### src/rtl/processing_mem_port2_arbiter.sv
// Two-master arbiter for processing-memory port s2: round-robin per transfer with an optional
// lock for atomic sequences, and a fixed-latency tracker that routes read data back to its owner.
module processing_mem_port2_arbiter #(
    parameter int ADDR_W       = 14,
    parameter int DATA_W       = 16,
    parameter int BE_W         = 2,
    parameter int READ_LATENCY = 1,
    parameter int LOCK_TIMEOUT = 64
) (
    input  logic              clk,
    input  logic              reset,
    input  logic [ADDR_W-1:0] m0_address,
    input  logic              m0_read,
    input  logic              m0_write,
    input  logic [DATA_W-1:0] m0_writedata,
    input  logic [BE_W-1:0]   m0_byteenable,
    input  logic              m0_lock,
    output logic              m0_waitrequest,
    output logic [DATA_W-1:0] m0_readdata,
    output logic              m0_readdatavalid,
    input  logic [ADDR_W-1:0] m1_address,
    input  logic              m1_read,
    input  logic              m1_write,
    input  logic [DATA_W-1:0] m1_writedata,
    input  logic [BE_W-1:0]   m1_byteenable,
    input  logic              m1_lock,
    output logic              m1_waitrequest,
    output logic [DATA_W-1:0] m1_readdata,
    output logic              m1_readdatavalid,
    output logic [ADDR_W-1:0] mem_address,
    output logic              mem_chipselect,
    output logic              mem_write,
    output logic [DATA_W-1:0] mem_writedata,
    output logic [BE_W-1:0]   mem_byteenable,
    input  logic [DATA_W-1:0] mem_readdata
);

    localparam int CNT_W = $clog2(LOCK_TIMEOUT);

    typedef enum logic [1:0] {
        ST_UNLOCKED = 2'd0,
        ST_LOCKED0  = 2'd1,
        ST_LOCKED1  = 2'd2
    } lock_state_t;

    lock_state_t             r_state;
    lock_state_t             w_state_nxt;
    logic [CNT_W-1:0]        r_idle_cnt;
    logic                    r_last_grant;
    logic [READ_LATENCY-1:0] r_rd_valid;
    logic [READ_LATENCY-1:0] r_rd_owner;

    logic w_req0, w_req1;
    logic w_grant0, w_grant1;
    logic w_accept, w_sel_read, w_sel_write, w_accept_rd;
    logic w_locked, w_owner_req, w_timeout, w_idle_clr;

    assign w_req0 = m0_read | m0_write;
    assign w_req1 = m1_read | m1_write;

    // NOTE: every output of a combinational block gets a default first so no path leaves it unassigned (no latch).
    always_comb begin
        w_grant0 = 1'b0;
        w_grant1 = 1'b0;
        if (!reset) begin
            case (r_state)
                ST_LOCKED0: w_grant0 = w_req0;
                ST_LOCKED1: w_grant1 = w_req1;
                default: begin
                    if (w_req0 && w_req1) begin
                        // Contention goes to whichever master did not win the last transfer.
                        w_grant0 = r_last_grant;
                        w_grant1 = ~r_last_grant;
                    end else begin
                        w_grant0 = w_req0;
                        w_grant1 = w_req1;
                    end
                end
            endcase
        end
    end

    assign w_accept    = w_grant0 | w_grant1;
    assign w_sel_read  = w_grant1 ? m1_read  : m0_read;
    assign w_sel_write = w_grant1 ? m1_write : m0_write;
    // Read+write together is a protocol error: it goes out as a write and is never tracked as a read.
    assign w_accept_rd = w_accept & w_sel_read & ~w_sel_write;

    assign mem_chipselect = w_accept;
    assign mem_write      = w_accept & w_sel_write;
    assign mem_address    = w_accept ? (w_grant1 ? m1_address    : m0_address)    : '0;
    assign mem_writedata  = w_accept ? (w_grant1 ? m1_writedata  : m0_writedata)  : '0;
    assign mem_byteenable = w_accept ? (w_grant1 ? m1_byteenable : m0_byteenable) : '0;

    assign m0_waitrequest = reset | (w_req0 & ~w_grant0);
    assign m1_waitrequest = reset | (w_req1 & ~w_grant1);

    assign m0_readdata      = mem_readdata;
    assign m1_readdata      = mem_readdata;
    assign m0_readdatavalid = ~reset & r_rd_valid[READ_LATENCY-1] & ~r_rd_owner[READ_LATENCY-1];
    assign m1_readdatavalid = ~reset & r_rd_valid[READ_LATENCY-1] &  r_rd_owner[READ_LATENCY-1];

    assign w_locked    = (r_state != ST_UNLOCKED);
    assign w_owner_req = (r_state == ST_LOCKED0) ? w_req0 :
                         (r_state == ST_LOCKED1) ? w_req1 : 1'b0;
    // Unlock on the cycle whose idle count would become LOCK_TIMEOUT-1.
    assign w_timeout   = w_locked & ~w_owner_req & (r_idle_cnt == CNT_W'(LOCK_TIMEOUT - 2));
    assign w_idle_clr  = ~w_locked | w_owner_req | (w_state_nxt != r_state);

    always_comb begin
        w_state_nxt = r_state;
        case (r_state)
            ST_UNLOCKED: begin
                if (w_grant0 && m0_lock)      w_state_nxt = ST_LOCKED0;
                else if (w_grant1 && m1_lock) w_state_nxt = ST_LOCKED1;
            end
            ST_LOCKED0: if ((w_grant0 && !m0_lock) || w_timeout) w_state_nxt = ST_UNLOCKED;
            ST_LOCKED1: if ((w_grant1 && !m1_lock) || w_timeout) w_state_nxt = ST_UNLOCKED;
            default:    w_state_nxt = ST_UNLOCKED;
        endcase
    end

    // NOTE: sequential state uses non-blocking assignments so every register samples pre-edge values.
    always_ff @(posedge clk) begin
        if (reset) r_state <= ST_UNLOCKED;
        else       r_state <= w_state_nxt;
    end

    always_ff @(posedge clk) begin
        if (reset) begin
            r_idle_cnt   <= '0;
            r_last_grant <= 1'b1;
            // NOTE: the read tracker is reset (unlike a data memory) so in-flight valids are dropped.
            r_rd_valid   <= '0;
            r_rd_owner   <= '0;
        end else begin
            r_idle_cnt <= w_idle_clr ? '0 : r_idle_cnt + 1'b1;
            if (w_accept) r_last_grant <= w_grant1;
            r_rd_valid[0] <= w_accept_rd;
            r_rd_owner[0] <= w_grant1;
            for (int i = 1; i < READ_LATENCY; i++) begin
                r_rd_valid[i] <= r_rd_valid[i-1];
                r_rd_owner[i] <= r_rd_owner[i-1];
            end
        end
    end

endmodule

### config.mk
export PLATFORM = sky130hd
export DESIGN_NAME = processing_mem_port2_arbiter
export DESIGN_NICKNAME = d
export VERILOG_FILES = /design/src/rtl/processing_mem_port2_arbiter.sv
export SDC_FILE = /design/constraint.sdc
export NUM_CORES = 1
export LEC_CHECK = 0
export BUFFER_PORTS_ARGS = -buffer_cell sky130_fd_sc_hd__buf_4
export CORE_MARGIN = 3
export CORE_UTILIZATION = 31
export DETAILED_ROUTE_END_ITERATION = 7
export PLACE_DENSITY = 0.75
export REMOVE_ABC_BUFFERS = 1
export SYNTH_ARGS = -nofsm -noshare
export SYNTH_HDL_FRONTEND = slang
export SYNTH_SLANG_ARGS = --single-unit
### constraint.sdc
create_clock -name clk -period 2.3 [get_ports clk]
set_clock_uncertainty 0.15 [all_clocks]
set_input_delay 0.115 -clock clk [delete_from_list [all_inputs] [get_ports clk]]
set_output_delay 0.115 -clock clk [all_outputs]
set_load 0.02 [all_outputs]
Yosys cells after proc, flatten, opt, wreduce, memory -nomap -nowiden
Index checks and enable logic that the tools add are counted.

storage, ports and cells
  register bits = 11
  bits in latches = 0
  memory bits (writable) = 0
  memory bits (read-only) = 0
  input port bits = 88
  output and inout bits = 70
  logic and storage cells = 68
  memories = 0

operators by class
  $add $sub $neg = 1
  multiply operators = 0
  divide/modulo/power cells = 0
  order comparisons = 0
  equality and inequality tests = 4
  shifts and indexed selects = 0
  muxes and demuxes = 21
  bitwise gates (word level) = 25
  reduce and logical (&&, ||, !) cells = 12

operators by type and width
  cell                                            number
  2-to-1 mux 16 bit                               2
  2-to-1 mux 14 bit                               2
  2-to-1 mux 2 bit                                6
  AND 1 bit                                       10
  2-to-1 mux 1 bit                                8
  NOT 1 bit                                       8
  bitwise OR 1 bit                                7
  adder 6 x 1 -> 6 bit (second input constant)    1
  == test 6 bit (second input constant)           1
  one-hot mux 2 bit (3 select lines)              1
  logical AND 1 bit                               5
  one-hot mux 1 bit (2 select lines)              2
  == test 2 x 1 -> 1 bit (second input constant)  1
  == test 2 bit (second input constant)           1
  zero test 1 bit                                 2
  zero test 2 bit                                 1
  logical OR 1 bit                                2
  != test 2 bit                                   1
  nonzero test 2 bit                              1
  OR reduction 2 bit                              1

Depth between registers and ports, before layout
  word-level depth = 12
  gate-level depth with buffers = 8
  mapped depth without buffers = 7

Worst setup path before layout
No wires, ideal clock.

  kind = reg2out
  from = reg r_state[1]
  to = out mem_address[0]
  arrival time = 2.114 ns
  slack = -0.079 ns
  stages on the path, launching flop included = 9
  cell sequence = dfxtp_1 > inv_1 > ha_1 > nor2b_1 > a2111oi_4 > nor2b_1 > buf_2 > buf_4 > a22o_1

on the way
  cells in the longest elaborated chain, start to end = 5
  elaborated cells on any way between the ends = 9

RTL lines
  item                                                     RTL line  source
  start, declared                                          46        lock_state_t r_state;
  start signal, assigned                                   126       else r_state <= w_state_nxt;
  == test 2 bit or == test 2 x 1 -> 1 bit (tied branches)  66        case (r_state)
  one-hot mux 1 bit (2 select lines)                       66
  2-to-1 mux 1 bit                                         65        if (!reset) begin
  2-to-1 mux 14 bit or bitwise OR 1 bit (tied branches)    91, 83
  2-to-1 mux 14 bit (*)                                    91        assign mem_address = w_accept ? (w_grant1 ? m1_address : m0_address) : '0;
  end, declared                                            30        output logic [ADDR_W-1:0] mem_address,

Every way passes the cells marked *; elsewhere a longest branch is shown, timed or not.

Worst setup path in the final report
  from = reg r_state[0]
  to = out mem_writedata[7]

on the way
  cells in the longest elaborated chain, start to end = 5
  elaborated cells on any way between the ends = 9

RTL lines
  item                                                     RTL line  source
  == test 2 bit or == test 2 x 1 -> 1 bit (tied branches)  66
  one-hot mux 1 bit (2 select lines)                       66
  2-to-1 mux 1 bit                                         65
  2-to-1 mux 16 bit or bitwise OR 1 bit (tied branches)    92, 83
  2-to-1 mux 16 bit (*)                                    92        assign mem_writedata = w_accept ? (w_grant1 ? m1_writedata : m0_writedata) : '0;
  end, declared                                            33        output logic [DATA_W-1:0] mem_writedata,

Marks and branches as above.

==> metrics.txt <==
most common cell in the synthesized netlist buf_4; number of port buffers 109; GPL Wtd Cong 0.891; count of vias placed by the detailed router 1629; number of warnings issued by yosys 0; post-route DRC violation count 0; antenna violations before repair 0; WL per Instance 19.8 µm; number of buffers created by CTS 3; outcome finished with violations; total instance count after detailed placement 294; violated checks setup timing; CP Max Fanout 8; H-Tree Depth 1; Commonest cells post-synth 35 x buf_4, 33 x a22o_1, 11 x dfxtp_1, 10 x nor2_1; via count of the first global-routing pass 1611; Slew Limit Headroom 71.8%; clk root buf clkbuf_8; insertion delay to the later sink of the worst-skew pair 0.24 ns; internal power consumption 0.846 mW; Setup Slack @ Placement 0.0630 ns; IR Drop Worst-Case VDD 0.220 mV; sum of negative setup slack -2.41 ns; launch point of the worst path r_state[0]$_SDFF_PP0_; aggregate global routing overflow 0; maximum clock frequency 0.414 GHz; number of synthesized flops with an enable pin 0; x dimension of the die 72.6 µm; proportion of power drawn by the clock network 14.0%; source of the worst register-to-register timing path r_state[0]$_SDFF_PP0_; average via count per standard cell 5.29; Initial Utilization 33.2%; worst-margin pin slew 0.423 ns; NetSw 0.555 mW; share of the clock period used by the worst path after layout 105%; flops & latches, synth 11; RSZ-0062 raised after global routing true; Setup Viol. Count Final 33; sequential fraction of the synthesis area 16.0%; Post-Synthesis Cells 168; Antenna Nets Post-Route 0; filler-free cell count of the finished design 308; FP Rows 23; minimum clock period after layout 2.41 ns; largest net degree at the start of global routing 20; crit end category output port; Clock Sinks 11; part of the power in registers 15.7%; Worst-path clk slew 0.05 ns; Max Root-Sink Buffers 2; Net Sw Frac 39.6%; top post-synthesis cells by area a22o_1 21%, buf_4 19%, dfxtp_1 16%, ha_1 6.4%, nor2_1 2.7%; worst hold stages 0; total routing resource utilization after global routing 21.3%; least setup slack across all paths after layout -0.114 ns; share of layout cells above drive strength 1 57.0%; Top-Level Pins 158; CP required 2.04 ns; Max Slew Vio Count 0; dominant cell type by area after synthesis a22o_1; Total Power Consumption 1.40 mW; synthesized cell area 1380 µm²; number of maximum-capacitance constraint violations 0; global-route wire length before repair 8720 µm; path category of the worst min-delay check in2out; number of diodes 0; TritonCTS clock tree done; top_reg_cell synth dfxtp_1; detailed-router iteration count before antenna repair 4; area fraction of the dominant cell type after synthesis 21.0%; area added between synthesis and finish 72.6%; count of unique library cells instantiated by Yosys 40; number of cells on the worst reg-to-reg path 9; die extent in y 72.6 µm; kind of start point of the critical path flip-flop; beginning of the worst hold path mem_readdata[0]; endpoints failing hold 0; leakage power 1.12 nW; final-stage net count 354; Total Die Area 5270 µm²; Worst Path Arrival 2.15 ns; placeable core region 4140 µm²; placed wire-length estimate after detailed placement 4580 µm; fraction of registers with async set or reset after synthesis 0%; worst setup path class reg2out; detailed router's first-iteration violation count 122; Gate power share 70.3%; Total Wirelength 6090 µm; synthesized area per cell 8.18 µm²; Cell Pwr Density 591 nW/µm²
-- cells by family after synthesis --
| kind of cell | Yosys count | share of synthesized area (%) |
|---|---|---|
| AOI/OAI and AO/OA | 57 | 36.2 |
| and+or+nand+nor | 41 | 15.9 |
| DFF | 11 | 16.0 |
| xor gates and xnor gates | 4 | 2.55 |
| adders and majority gates | 7 | 6.37 |
| buffers and inverters | 48 | 22.9 |
-- worst paths after layout --
| path | to | slack, ns |
|---|---|---|
| setup reg to reg | r_idle_cnt[3]$_SDFF_PP0_ | 0.06 |
| hold / removal | m1_readdata[0] | 0.08 |
| setup / recovery | mem_writedata[7] | -0.11 |
| hold reg to reg | r_idle_cnt[0]$_SDFF_PP0_ | 0.36 |
-- timing repair --
| action | 4_1_cts | 5_1_grt |
|---|---|---|
| pin swaps | 7 | 12 |
| cloned | 2 | 1 |
| gates resized for setup | 42 | 2 |
| setup buffers | 4 | 2 |
| setup endpoints to repair | 33 | 39 |
| hold buffers | 2 | 0 |
| hold endpoints to repair | 1 | 0 |
-- placed cells by master, fill, tap and decap left out, drive strengths merged, types with 3 or more instances in the layout --
cell type | synthesis | routed
buf | 38 | 124
ha | 7 | 7
dfxtp | 11 | 11
a22o | 33 | 33
inv | 7 | 7
nor2 | 10 | 10
o21ai | 5 | 5
a21oi | 3 | 3
nand2 | 6 | 6
nor4 | 6 | 6
or2 | 3 | 3
nor2b | 3 | 3
nand3 | 6 | 6
clkbuf | 3 | 5
-- registers in the layout (all words and copies together) (netlist names) --
name,flops
r_state,2
r_rd_valid,1
r_rd_owner,1
r_last_grant,1
r_idle_cnt,6
-- per-layer routing --
metal / vias up / wire length, µm / GRT usage (%)
li1: 778 / - / -
met1: 766 / 2650 / 30.5
met2: 83 / 2930 / 31.3
met3: 2 / 492 / 7.44
met4: 0 / 21 / 3.07
met5: - / 0 / 1.01
-- metrics by stage --
step                cell area (µm²)  hold WS, ns  utilization, %
global route                   2370       0.0803            57.3
finish                         2370       0.0803            57.3
global placement               2040       0.0806            49.3
floorplan                      1090       0.0378               -
CTS                            2350       0.0806            56.8
detailed placement             2040       0.0806            49.3
-- final cells by class --
cell class	instances	area (µm²)
clock buffer	4	45.0
timing repair buffer	127	1120
tap	50	62.6
fill	374	1770
sequential	11	223
inverter	7	31.3
multi-input combinational	109	890
-- worst max-delay path: stages (launching register included) --
cell,delay (ns)
dfxtp_2,0.34
inv_4,0.04
ha_4,0.28
nor2_2,0.05
a2111oi_4,0.39
nor2b_4,0.26
buf_12,0.14
buf_16,0.12
a22o_1,0.16
buf_6,0.13
-- power by group through the flow --
stage          sequential (mW)  clock, mW  combinational, mW
5_1_grt                  0.222      0.217               1.04
3_5_place_dp             0.219          0              0.798
6_report                 0.220      0.196              0.986
2_1_floorplan            0.220          0              0.422
3_3_place_gp             0.219          0              0.794
4_1_cts                  0.218      0.198              0.963
Note: power is estimated with default switching activity, not from simulation.
